===== src/rtl/fma16_vec_runner.sv =====
// fma16_vec_runner
//   Replays test vectors from a synchronous ROM into one combinational fma16
//   instance and checks each result against the expected value in the vector.
//   Reports the number of failing vectors and the index of the first failure.
//
// Ports
//   clk, reset      clock; synchronous active-high reset
//   start           1-cycle pulse starting a run (ignored while busy)
//   num_vec         vectors to run, clamped to 2**ADDR_W, sampled on accepted start
//   rom_addr        ROM read address (ROM answers one cycle later on rom_data)
//   rom_data        {x[71:56], y[55:40], z[39:24], ctrl[23:16], exp[15:0]}
//   fma_x/y/z       registered operands to fma16
//   fma_mul/add     ctrl[0], ctrl[1]
//   fma_negr/negz   ctrl[2], ctrl[3]
//   fma_roundmode   ctrl[5:4]
//   fma_result      fma16 result, combinational from the fma_* outputs
//   busy, done      run in progress / run finished (held until restart)
//   err_count       failing vectors in this run
//   first_err_idx   index of the first failing vector, valid with first_err_vld
module fma16_vec_runner #(
    parameter int ADDR_W = 10
) (
    input  logic              clk,
    input  logic              reset,
    input  logic              start,
    input  logic [ADDR_W:0]   num_vec,
    output logic [ADDR_W-1:0] rom_addr,
    input  logic [71:0]       rom_data,
    output logic [15:0]       fma_x,
    output logic [15:0]       fma_y,
    output logic [15:0]       fma_z,
    output logic              fma_mul,
    output logic              fma_add,
    output logic              fma_negr,
    output logic              fma_negz,
    output logic [1:0]        fma_roundmode,
    input  logic [15:0]       fma_result,
    output logic              busy,
    output logic              done,
    output logic [ADDR_W:0]   err_count,
    output logic [ADDR_W-1:0] first_err_idx,
    output logic              first_err_vld
);

    typedef enum logic [2:0] {S_IDLE, S_FETCH, S_LOAD, S_CHECK, S_DONE} state_t;

    localparam logic [ADDR_W:0]   MAX_VEC = {1'b1, {ADDR_W{1'b0}}};
    localparam logic [ADDR_W:0]   CNT_ONE = (ADDR_W+1)'(1);
    localparam logic [ADDR_W-1:0] IDX_ONE = ADDR_W'(1);

    state_t              state_q, state_d;
    logic [ADDR_W-1:0]   idx_q, idx_d;
    logic [ADDR_W:0]     n_q, n_d;
    logic                empty_pend_q, empty_pend_d;
    logic [ADDR_W-1:0]   rom_addr_q, rom_addr_d;
    logic [15:0]         fma_x_q, fma_x_d, fma_y_q, fma_y_d, fma_z_q, fma_z_d;
    logic [5:0]          ctrl_q, ctrl_d;
    logic                nan_acc_q, nan_acc_d, skip_q, skip_d;
    logic [15:0]         exp_q, exp_d;
    logic                busy_q, busy_d, done_q, done_d;
    logic [ADDR_W:0]     err_count_q, err_count_d;
    logic [ADDR_W-1:0]   first_err_idx_q, first_err_idx_d;
    logic                first_err_vld_q, first_err_vld_d;
    logic                accept;
    logic [ADDR_W:0]     n_clamp;

    // Pass/fail rule for one vector: skip always passes, NaN-accept passes on
    // any NaN encoding (either sign), otherwise an exact 16-bit match is needed.
    function automatic logic vec_pass(input logic [15:0] res, input logic [15:0] expv,
                                      input logic nan_acc, input logic skip);
        if (skip) return 1'b1;
        if (nan_acc) return (res[14:10] == 5'h1F) && (res[9:0] != 10'd0);
        return res == expv;
    endfunction

    assign n_clamp = (num_vec > MAX_VEC) ? MAX_VEC : num_vec;

    always_comb begin
        state_d         = state_q;
        idx_d           = idx_q;
        n_d             = n_q;
        empty_pend_d    = empty_pend_q;
        rom_addr_d      = rom_addr_q;
        fma_x_d         = fma_x_q;
        fma_y_d         = fma_y_q;
        fma_z_d         = fma_z_q;
        ctrl_d          = ctrl_q;
        nan_acc_d       = nan_acc_q;
        skip_d          = skip_q;
        exp_d           = exp_q;
        busy_d          = busy_q;
        done_d          = done_q;
        err_count_d     = err_count_q;
        first_err_idx_d = first_err_idx_q;
        first_err_vld_d = first_err_vld_q;
        accept          = 1'b0;

        case (state_q)
            S_IDLE: begin
                // An empty run spends one idle cycle before reporting done,
                // and no new start is taken during that cycle.
                if (empty_pend_q) begin
                    empty_pend_d = 1'b0;
                    done_d       = 1'b1;
                    state_d      = S_DONE;
                end else begin
                    accept = start;
                end
            end
            S_DONE: accept = start;
            S_FETCH: state_d = S_LOAD;
            S_LOAD: begin
                fma_x_d   = rom_data[71:56];
                fma_y_d   = rom_data[55:40];
                fma_z_d   = rom_data[39:24];
                ctrl_d    = rom_data[21:16];
                nan_acc_d = rom_data[22];
                skip_d    = rom_data[23];
                exp_d     = rom_data[15:0];
                state_d   = S_CHECK;
            end
            S_CHECK: begin
                if (!vec_pass(fma_result, exp_q, nan_acc_q, skip_q)) begin
                    err_count_d = err_count_q + CNT_ONE;
                    if (!first_err_vld_q) begin
                        first_err_idx_d = idx_q;
                        first_err_vld_d = 1'b1;
                    end
                end
                if (({1'b0, idx_q} + CNT_ONE) == n_q) begin
                    busy_d  = 1'b0;
                    done_d  = 1'b1;
                    state_d = S_DONE;
                end else begin
                    idx_d      = idx_q + IDX_ONE;
                    rom_addr_d = idx_q + IDX_ONE;
                    state_d    = S_FETCH;
                end
            end
            default: state_d = S_IDLE;
        endcase

        if (accept) begin
            err_count_d     = '0;
            first_err_idx_d = '0;
            first_err_vld_d = 1'b0;
            done_d          = 1'b0;
            idx_d           = '0;
            n_d             = n_clamp;
            if (n_clamp == '0) begin
                empty_pend_d = 1'b1;
                state_d      = S_IDLE;
            end else begin
                busy_d     = 1'b1;
                rom_addr_d = '0;
                state_d    = S_FETCH;
            end
        end
    end

    always_ff @(posedge clk) begin
        if (reset) begin
            state_q         <= S_IDLE;
            idx_q           <= '0;
            n_q             <= '0;
            empty_pend_q    <= 1'b0;
            rom_addr_q      <= '0;
            fma_x_q         <= '0;
            fma_y_q         <= '0;
            fma_z_q         <= '0;
            ctrl_q          <= '0;
            nan_acc_q       <= 1'b0;
            skip_q          <= 1'b0;
            exp_q           <= '0;
            busy_q          <= 1'b0;
            done_q          <= 1'b0;
            err_count_q     <= '0;
            first_err_idx_q <= '0;
            first_err_vld_q <= 1'b0;
        end else begin
            state_q         <= state_d;
            idx_q           <= idx_d;
            n_q             <= n_d;
            empty_pend_q    <= empty_pend_d;
            rom_addr_q      <= rom_addr_d;
            fma_x_q         <= fma_x_d;
            fma_y_q         <= fma_y_d;
            fma_z_q         <= fma_z_d;
            ctrl_q          <= ctrl_d;
            nan_acc_q       <= nan_acc_d;
            skip_q          <= skip_d;
            exp_q           <= exp_d;
            busy_q          <= busy_d;
            done_q          <= done_d;
            err_count_q     <= err_count_d;
            first_err_idx_q <= first_err_idx_d;
            first_err_vld_q <= first_err_vld_d;
        end
    end

    assign rom_addr      = rom_addr_q;
    assign fma_x         = fma_x_q;
    assign fma_y         = fma_y_q;
    assign fma_z         = fma_z_q;
    assign fma_mul       = ctrl_q[0];
    assign fma_add       = ctrl_q[1];
    assign fma_negr      = ctrl_q[2];
    assign fma_negz      = ctrl_q[3];
    assign fma_roundmode = ctrl_q[5:4];
    assign busy          = busy_q;
    assign done          = done_q;
    assign err_count     = err_count_q;
    assign first_err_idx = first_err_idx_q;
    assign first_err_vld = first_err_vld_q;

endmodule

===== config.mk =====
export PLATFORM = sky130hd
export DESIGN_NAME = fma16_vec_runner
export DESIGN_NICKNAME = d
export VERILOG_FILES = /design/src/rtl/fma16_vec_runner.sv
export SDC_FILE = /design/constraint.sdc
export NUM_CORES = 1
export LEC_CHECK = 0
export CAP_MARGIN = 20
export CORE_ASPECT_RATIO = 1.5
export CORE_MARGIN = 2
export CORE_UTILIZATION = 41
export CTS_CLUSTER_DIAMETER = 100
export CTS_CLUSTER_SIZE = 28
export DETAILED_ROUTE_END_ITERATION = 10
export GPL_ROUTABILITY_DRIVEN = 0
export GPL_TIMING_DRIVEN = 0
export PLACE_DENSITY = 0.77
export SLEW_MARGIN = 40
export SYNTH_ARGS = -nofsm -noshare
export SYNTH_HDL_FRONTEND = slang
export SYNTH_SLANG_ARGS = --single-unit

===== constraint.sdc =====
create_clock -name clk -period 2.67 [get_ports clk]
set_clock_uncertainty 0.1 [all_clocks]
set_input_delay 0.267 -clock clk [delete_from_list [all_inputs] [get_ports clk]]
set_output_delay 0.267 -clock clk [all_outputs]
set_load 0.02 [all_outputs]

Word level (Yosys, flattened, before mapping)
Cells that the tools add are included.
{ "totals": {"regBits": 131} }
{ "op_classes": {"addsub": 3, "magnitude_cmp": 1, "n_eq_ne": 11, "n_mux": 32, "bitwise_logic": 3, "reduce_logical": 11} }
{ "op_table": {"columns": ["op", "count"], "rows": [
  ["10-bit two-way mux", 4],
  ["1-bit two-way mux", 21],
  ["16-bit == test", 1],
  ["3-bit case mux with 5 select lines", 1],
  ["10-bit by 1-bit adder with 11-bit output (second input constant)", 1],
  ["11-bit by 1-bit adder with 11-bit output (second input constant)", 1],
  ["11-bit == test", 1],
  ["11-bit greater-than comparator (second input constant)", 1],
  ["11-bit logical NOT", 1],
  ["11-bit two-way mux", 1],
  ["10-bit by 1-bit adder with 10-bit output (second input constant)", 1],
  ["10-bit nonzero test", 1],
  ["3-bit two-way mux", 3],
  ["3-bit by 2-bit == test with 1-bit output (second input constant)", 2],
  ["2-bit inequality test (second input constant)", 3],
  ["2-bit AND reduction", 3],
  ["3-bit AND reduction", 2],
  ["5-bit == test (second input constant)", 1],
  ["1-bit case mux with 2 select lines", 2],
  ["3-bit by 1-bit == test with 1-bit output (second input constant)", 1],
  ["3-bit == test (second input constant)", 1],
  ["3-bit logical NOT", 1],
  ["3-bit inequality test (second input constant)", 1],
  ["1-bit NOT", 3],
  ["3 further kinds", 3]
]} }

Logic depth before layout (Yosys ltp)
Gate-level depths: netlist (run 1).
{ "logic_depth": {"word_depth": 9, "depth_mapped": 10, "ltp_nobuf": 8} }

Least setup slack after synthesis (run 1)
No wires, ideal clock.
{ "synth_path": {"path_kind": "reg2reg", "startpoint": "reg idx_q[1]", "endpoint": "reg busy_q, in the netlist busy", "arrival_time_ps": 2322, "required_ps": 2454, "setup_slack_ps": 132, "path_stages_with_launch": 9, "period_less_slack_ps": 2538, "cell_sequence": "dfxtp_1 > ha_1 > xor2_1 > xnor2_1 > nand4_1 > a2111o_1 > or2_4 > or3_4 > a31o_1"} }
{ "synth_between": {"elab_chain_len": 6} }
{ "synth_lines": {"columns": ["item", "line_no", "rtl"], "rows": [
  ["start: declaration", "52", "logic [ADDR_W-1:0] idx_q, idx_d;"],
  ["start signal: assignment", "182", "idx_q <= idx_d;"],
  ["10-bit by 1-bit adder with 11-bit output (*)", "130", "if (({1'b0, idx_q} + CNT_ONE) == n_q) begin"],
  ["11-bit == test (*)", "130", null],
  ["1-bit two-way mux (*)", "130", null],
  ["1-bit two-way mux (*)", "98", "case (state_q)"],
  ["1-bit two-way mux", "150", "if (n_clamp == '0) begin"],
  ["1-bit two-way mux (*)", "143", "if (accept) begin"],
  ["end signal: assignment", "193", "busy_q <= busy_d;"],
  ["end: declaration", "60", "logic busy_q, busy_d, done_q, done_d;"]
]} }
Every way passes the cells marked *; elsewhere a longest branch is shown, timed or not.
A chain may end at the register's enable or synchronous reset.

Worst setup path in the final report (run 1)
{ "layout_path": {"startpoint": "reg idx_q[8]", "endpoint": "reg idx_q[4]"} }
{ "layout_between": {"elab_chain_len": 4} }
{ "layout_lines": {"columns": ["item", "line_no"], "rows": [
  ["10-bit by 1-bit adder with 11-bit output", "130"],
  ["11-bit == test", "130"],
  ["1-bit NOT (no line)", null],
  ["2-bit AND reduction (no line)", null]
]} }
No other way between the ends.

==> flow_summary.json, run 1 <==
{
  "io_buffers": 188,
  "finalInstanceArea_um2": 8240,
  "grt_max_degree": 17,
  "clkSinkCount": 131,
  "die_y_um": 146,
  "critical_path_class": "reg -> reg",
  "fp.dieW_um": 98.5,
  "track_usage_pct": 22.5,
  "slew_viol_final": 0,
  "pwr_density_cell_nw_per_um2": 773,
  "grt_pass1_wl_um": 25800,
  "antenna_found_initial": 0,
  "worstSkewPairLatency_ns": 0.41,
  "cts_tree": "done",
  "dpl.hpwl_um": 12200,
  "yosys_warnings": 0,
  "fin_tns_setup_ns": 0,
  "synth_seq_cells": 131,
  "num_vias": 5386,
  "setup_viol": 0,
  "place_area_um2": 7570,
  "crit_family": "compound AO/OA/AOI/OAI gates",
  "peakVddDrop_uv": 724,
  "hp-class": "in -> reg",
  "syn_nets": 764,
  "die_area_um2": 14300,
  "worst_slew_pin_slew_ns": 0.749,
  "whs_ns": 0.302,
  "async_flop_share_pct": 0,
  "p_leak_nw": 2.89,
  "ant_nets": 0,
  "final_nets": 975,
  "cp.required_ns": 2.90,
  "rsz0062_at_grt": "true",
  "arrival_ns": 2.80,
  "start_kind": "flip-flop",
  "status": "finished, final reports clean",
  "wl_per_cell_um": 15.6,
  "path_clk_slew_ns": 0.06,
  "synth-edff-count": 0,
  "place_worst_setup_slack_ns": -0.299,
  "cts_buffers": 17,
  "initial_core_util_pct": 42.1,
  "timing.fmax_mhz": 389,
  "dp_cells": 1007,
  "slowest_delay_ns": 0.51,
  "period_share_pct": 96.2,
  "final_common_cell": "clkdlybuf4s50_1",
  "worst_slack_ns": 0.100,
  "area_delta_synth_final_pct": 50.2,
  "total_power_mw": 6.37,
  "cap_violations": 0,
  "htreeDepth": 4,
  "cts_root_buffer": "clkbuf_16",
  "n_fill_cell": 1113,
  "slowest_stage": "a2111oi_0",
  "crit_top_cell": "buf_4",
  "antennaDiodeCount": 0,
  "drt-pass1-iter-count": 4,
  "syn_avg_cell_area_um2": 8.31,
  "final_cell_mix": "clkdlybuf4s50_1 (188), nand2_1 (169), dfxtp_1 (129)",
  "fin_cells": 1042,
  "crit_path_max_fanout": 8,
  "grt_pass1_vias": 5306,
  "overflow": 0,
  "synth_flop_cell": "dfxtp_1",
  "synth_cell_types": 56,
  "synth_area_um2": 5490,
  "postSynthCellCount": 660,
  "drc": 0,
  "drive_gt1_share_pct": 7.93,
  "ys_seq_area_share_pct": 47.8,
  "final_util_pct": 63.3,
  "cts.path.max_buffers": 2,
  "drtIter0Drc": 159,
  "layout_min_cycle_time_ns": 2.57,
  "cp_cell_sequence": "buf_2, xor2_1, a2111oi_0, o22ai_2, o2111ai_2, o31ai_4, buf_4, buf_4, or3_1, a21oi_1",
  "path_buf_inv": 3,
  "slew_headroom_pct": 50.0,
  "rows": 51,
  "finalWirelength_um": 16200,
  "critPathCaptureType": "flip-flop",
  "hold_violations": 0,
  "via_per_inst": 5.17,
  "ioPinCount": 190,
  "core_um2": 13000
}
==> repair_timing <==
action	4_1_cts	5_1_grt
resized for setup	8	10
endpoints found under the setup margin	23	19
buffers inserted	2	2
hold buffers	0	0
pin swaps	2	4
gates cloned	0	1
==> final cells by class <==
| class | instances | area [um^2] | share of cell area (%) |
|---|---|---|---|
| Inverter | 9 | 33.8 | 0.410 |
| Buffer | 42 | 210 | 2.55 |
| Clock inverter | 9 | 80.1 | 0.971 |
| Clock buffer | 22 | 484 | 5.87 |
| Tap cell | 159 | 199 | 2.41 |
| Timing Repair Buffer | 193 | 1920 | 23.3 |
| Sequential cell | 131 | 2630 | 31.9 |
| Multi-Input combinational cell | 477 | 2690 | 32.7 |
==> tightest hold or removal path: cells and delay by family <==
family	cells	cell delay, ns
AO/OA/AOI/OAI	1	0.05
AND/OR/NAND/NOR	1	0.05
buffers and inverters	1	0.40
==> synth_stat cells, types with 8 or more instances <==
master / number / area [um^2]
o31ai_1: 8 / 60.1
xor2_1: 18 / 158
or3_1: 10 / 62.6
a21oi_1: 94 / 470
clkbuf_1: 31 / 116
nor3_1: 12 / 60.1
o21ai_0: 20 / 100
nor2_1: 32 / 120
nand2_1: 169 / 634
nor4_1: 8 / 50.1
mux2i_1: 10 / 100
inv_1: 9 / 33.8
nand3_1: 18 / 90.1
xnor2_1: 21 / 184
dfxtp_1: 131 / 2620
a22o_1: 8 / 70.1
==> path summary, 6_finish.rpt <==
path / from / end / slack, ns / cells after the start
max: idx_q[8] / idx_q[4] / 0.10 / 10
min: rom_data[67] / fma_x[11] / 0.30 / 3
min reg2reg: fma_x[7] / fma_x[7] / 0.35 / 2
max reg2reg: idx_q[8] / idx_q[4] / 0.10 / 10
==> cell families (layout without fill, tap and decap cells) <==
kind of cell / after synthesis / after routing / synth area share (%)
simple gates: 276 / 276 / 22.8
fa+ha+maj: 2 / 2 / 0.456
mux: 10 / 10 / 1.82
flops: 131 / 131 / 47.8
buf+inv: 52 / 275 / 4.33
compound gates: 148 / 148 / 15.9
xor+xnor: 41 / 41 / 6.82
==> power breakdown <==
group,switching (mW),internal (mW),leakage (nW),total (mW)
logic,1.03,0.761,1.55,1.79
clock network,0.830,1.37,0.270,2.20
registers,0.163,2.22,1.06,2.38
==> sequential cells by signal, indices dropped and copies added (netlist names) <==
signal	cells
fma_y	16
fma_x	16
err_count	11
done	1
busy	1
idx_q	10
first_err_vld	1
ctrl_q	6
skip_q	1
rom_addr	10
fma_z	16
first_err_idx	10
nan_acc_q	1
n_q	11
empty_pend_q	1
exp_q	16
state_q	3
==> layer usage <==
layer / vias up / routed length [um] / track usage (%)
met1: 2501 / 5660 / 22.0
met4: 0 / 410 / 9.18
met2: 192 / 8800 / 41.7
met5: - / 0 / 0
li1: 2662 / - / -
met3: 31 / 1340 / 8.79
(Power assumes the default switching activity.)
==> run 2, diff against run 1 <==
==> constraint.sdc (replaced) <==
create_clock -name clk -period 2.2 [get_ports clk]
set_clock_uncertainty 0.1 [all_clocks]
set_input_delay 0.55 -clock clk [delete_from_list [all_inputs] [get_ports clk]]
set_output_delay 0.55 -clock clk [all_outputs]
set_load 0.02 [all_outputs]
==> flow_summary.json, run 2 (synthesis gave the netlist of run 1 again) <==
{
  "status": "finished, violations left",
  "violations": "negative setup slack",
  "final_util_pct": 66.3,
  "die_y_um": 146,
  "path_buf_inv": 1,
  "pwr_density_cell_nw_per_um2": 910,
  "finalInstanceArea_um2": 8630,
  "crit_path_max_fanout": 5,
  "total_power_mw": 7.85,
  "worstSkewPairLatency_ns": 0.42,
  "critical_path_class": "reg -> reg",
  "cts.path.max_buffers": 2,
  "crit_family": "simple AND/OR/NAND/NOR gates",
  "slew_viol_final": 0,
  "timing.fmax_mhz": 397,
  "via_per_inst": 5.13,
  "overflow": 0,
  "p_leak_nw": 3.11,
  "drc": 0,
  "cts_tree": "done",
  "htreeDepth": 4,
  "track_usage_pct": 22.8,
  "fp.dieW_um": 98.5,
  "arrival_ns": 2.72,
  "grt_pass1_vias": 5517,
  "place_worst_setup_slack_ns": -0.748,
  "slew_headroom_pct": 50.4,
  "wl_per_cell_um": 15.7,
  "slowest_delay_ns": 0.48,
  "final_cell_mix": "clkdlybuf4s50_1 (172), nand2_1 (167), dfxtp_1 (126)",
  "worst_slack_ns": -0.318,
  "path_clk_slew_ns": 0.06,
  "period_share_pct": 114,
  "fin_cells": 1060,
  "grt_pass1_wl_um": 26400,
  "antenna_found_initial": 1,
  "ioPinCount": 190,
  "core_um2": 13000,
  "num_vias": 5438,
  "dp_cells": 1007,
  "dpl.hpwl_um": 11900,
  "slowest_stage": "dfxtp_1",
  "area_delta_synth_final_pct": 57.4,
  "cp.required_ns": 2.40,
  "drt-pass1-iter-count": 4,
  "n_fill_cell": 1070,
  "initial_core_util_pct": 42.1,
  "hold_violations": 0,
  "fin_tns_setup_ns": -5.96,
  "cap_violations": 0,
  "layout_min_cycle_time_ns": 2.52,
  "peakVddDrop_uv": 607,
  "cts_buffers": 17,
  "clkSinkCount": 131,
  "io_buffers": 188,
  "cp_cell_sequence": "inv_1, or3_4, o22ai_4, o2111ai_4, or2_4, or3_4, a31o_1",
  "drive_gt1_share_pct": 14.6,
  "die_area_um2": 14300,
  "ctsHoldBuffers": 0,
  "final_nets": 991,
  "cts_root_buffer": "clkbuf_16",
  "start_kind": "flip-flop",
  "critPathCaptureType": "flip-flop",
  "rows": 51,
  "drtIter0Drc": 221,
  "ant_nets": 0,
  "worst_slew_pin_slew_ns": 0.743,
  "final_common_cell": "clkdlybuf4s50_1",
  "crit_top_cell": "or3_4",
  "rsz0062_at_grt": "true",
  "setup_viol": 24,
  "whs_ns": 0.350,
  "finalWirelength_um": 16700,
  "grt_max_degree": 17,
  "hp-class": "reg -> reg",
  "place_area_um2": 7690
}
==> run 2: worst register-to-register path, delay by kind of cell, from the launching register on <==
| kind | cells | cell delay (ns) |
|---|---|---|
| compound gates | 3 | 0.50 |
| buf+inv | 1 | 0.19 |
| flops | 1 | 0.48 |
| simple gates | 3 | 1.14 |
==> run 2: report_power, final <==
group          switching, mW  internal (mW)  leakage, nW
clock network           1.12           1.56        0.263
registers              0.220           2.69         1.06
logic                   1.27          0.985         1.78
==> run 2: metal layers <==
| layer | GRT usage [%] | part of all wire [%] | vias up |
|---|---|---|---|
| met3 | 7.01 | 6.5 | 34 |
| met4 | 9.52 | 3.0 | 0 |
| li1 | - | - | 2711 |
| met5 | 0 | 0 | - |
| met1 | 23.9 | 37 | 2496 |
| met2 | 41.5 | 54 | 197 |
==> run 2: final timing paths <==
check / from / cells past startpoint / slack, ns / end
worst min register to register: ctrl_q[2] / 2 / 0.35 / ctrl_q[2]
worst max register to register: idx_q[7] / 7 / -0.32 / busy
worst min-delay path: ctrl_q[2] / 2 / 0.35 / ctrl_q[2]
worst max-delay path: idx_q[7] / 7 / -0.32 / busy
==> run 2: area by class of cell <==
| class | instances | area [um^2] | area share [%] |
|---|---|---|---|
| tap | 159 | 199 | 2.30 |
| inverter | 9 | 33.8 | 0.391 |
| antenna | 1 | 2.50 | 0.0290 |
| multi-input combinational | 477 | 2940 | 34.1 |
| buffer | 41 | 235 | 2.72 |
| clock buffer | 18 | 429 | 4.97 |
| clock inverter | 14 | 131 | 1.52 |
| timing repair buffer | 210 | 2030 | 23.5 |
| sequential | 131 | 2630 | 30.5 |
==> run 2: timing repair <==
action | in CTS | in global routing
gates resized for setup | 43 | 46
setup endpoints to repair | 46 | 60
cloned | 3 | 0
pin swaps | 16 | 29
buffers inserted | 8 | 12
hold endpoints to repair | 0 | 0
==> run 3, diff against run 2 <==
- CORE_MARGIN: 2 -> not set
- SLEW_MARGIN: 40 -> 10
==> flow_summary.json, run 3 (synthesis gave the netlist of run 1 again) <==
{
  "slew_viol_final": 0,
  "r2r_cells": 8,
  "clkSinkCount": 131,
  "fin_cells": 1066,
  "finalWirelength_um": 17100,
  "pwr_density_cell_nw_per_um2": 933,
  "ant_nets": 0,
  "finalInstanceArea_um2": 8850,
  "die_area_um2": 13900,
  "hp-class": "reg -> reg",
  "arrival_ns": 2.74,
  "violations": "negative setup slack",
  "antenna_found_initial": 2,
  "initial_core_util_pct": 42.1,
  "p_clk_share_pct": 36.5,
  "final_cell_mix": "clkdlybuf4s50_1 (171), nand2_1 (168), dfxtp_1 (126)",
  "die_y_um": 144,
  "slew_headroom_pct": 48.8,
  "final_nets": 996,
  "hp-start": "fma_x[14]",
  "drive_gt1_share_pct": 16.0,
  "switching_share_pct": 32.0,
  "cts_buffers": 17,
  "wl_per_cell_um": 16.1,
  "peakVddDrop_uv": 718,
  "hold_violations": 0,
  "htreeDepth": 4,
  "place_area_um2": 7690,
  "cts.path.max_buffers": 2,
  "num_vias": 5528,
  "track_usage_pct": 25.2,
  "drt-pass1-iter-count": 5,
  "layout_min_cycle_time_ns": 2.54,
  "drtIter0Drc": 188,
  "cp.required_ns": 2.40,
  "cp_cell_sequence": "buf_4, nand4_4, nand2_1, o21ai_0, a2111o_1, or2_4, or3_4, a31o_1",
  "rows": 51,
  "cap_violations": 0,
  "dp_cells": 1007,
  "dpl.hpwl_um": 12000,
  "ff2ff_setup_slack_ns": -0.34,
  "io_buffers": 188,
  "grt_pass1_wl_um": 26400,
  "crit_start": "idx_q[1]",
  "drc": 0,
  "worstSkewPairLatency_ns": 0.41,
  "worstHoldPathCells": 2,
  "place_worst_setup_slack_ns": -0.800,
  "p_int_mw": 5.62,
  "grt_pass1_vias": 5409,
  "period_share_pct": 115,
  "timing.fmax_mhz": 394,
  "worst_slew_pin_slew_ns": 0.768,
  "path_clk_slew_ns": 0.06,
  "whs_ns": 0.352,
  "slowest_stage": "a2111o_1",
  "ioPinCount": 190,
  "setup_viol": 24,
  "core_um2": 13000,
  "grt_max_degree": 17,
  "rsz0062_at_grt": "true",
  "cts_tree": "done",
  "critPathCaptureType": "flip-flop",
  "timing.rr.start": "idx_q[1]",
  "crit_path_max_fanout": 7,
  "overflow": 0,
  "total_power_mw": 8.26,
  "start_kind": "flip-flop",
  "ctsHoldBuffers": 0,
  "final_common_cell": "clkdlybuf4s50_1",
  "status": "finished, violations left",
  "fp.dieW_um": 96.5,
  "p_sw_mw": 2.64,
  "worst_slack_ns": -0.337,
  "cts_root_buffer": "clkbuf_16",
  "pwr-share-comb_pct": 28.6,
  "via_per_inst": 5.19,
  "pwr-share-seq_pct": 34.9,
  "area_delta_synth_final_pct": 61.3,
  "critical_path_class": "reg -> reg",
  "p_leak_nw": 3.20,
  "slowest_delay_ns": 0.53
}
## run 3: changes by cell type in the layout (fill, tap and decap cells not counted), sizes merged
cell / previous run / this run
clkdlybuf4s50: 172 / 171
clkdlybuf4s15: 1 / 4
nand2b: 1 / 2
bufinv: 1 / 4
dlymetal6s2s: 3 / 2
buf: 32 / 34
clkinvlp: 4 / 3
diode: 1 / 2
inv: 12 / 11
## run 3: what timing repair did
item / in CTS / in global routing
setup endpoints to repair: 48 / 45
pin swaps: 21 / 26
cloned: 4 / 1
setup buffers: 13 / 8
gates resized for setup: 63 / 50
## run 3: worst paths after layout
check	end
max	busy
min	fma_x[14]
min reg2reg	fma_x[14]
max reg2reg	busy
## run 3: metrics by stage
stage	TNS, ns	utilization, %
after floorplan	-0.457	-
after global placement	-26.57	59.1
after detailed placement	-28.35	59.1
after CTS	-5.87	65.9
after global routing	-8.02	68.0
final	-5.85	68.0
## run 3: cell type report
type | count | area, um^2
well taps | 159 | 199
clock inverters | 15 | 205
fillers | 987 | 4170
multi-input cells | 478 | 3030
plain buffers | 42 | 238
flip-flops and latches | 131 | 2630
inverters | 9 | 33.8
repair buffers | 213 | 2090
clock buffers | 17 | 425
diodes | 2 | 5.00
## run 3: layer usage
layer / global-route usage [%] / part of all wire [%] / up-vias
li1: - / - / 2714
met4: 13.2 / 4.1 / 2
met5: 0 / 0.076 / -
met1: 25.7 / 36 / 2541
met3: 8.15 / 7.0 / 52
met2: 44.6 / 53 / 219
## run 3: critical path: cells and delay by family, from the launching register on
kind                   cells  cell delay [ns]
DFF                        1             0.39
and+or+nand+nor            4             0.97
AOI/OAI and AO/OA          3             0.81
buffers and inverters      1             0.15
## run 3: power groups by stage
stage / Clock, mW / Sequential, mW / Combinational, mW
floorplan: 0 / 3.15 / 1.04
finish: 3.01 / 2.88 / 2.36
global placement: 0 / 2.91 / 2.19
global route: 3.17 / 2.92 / 2.57
detailed placement: 0 / 2.92 / 2.20
CTS: 3.05 / 2.87 / 2.30
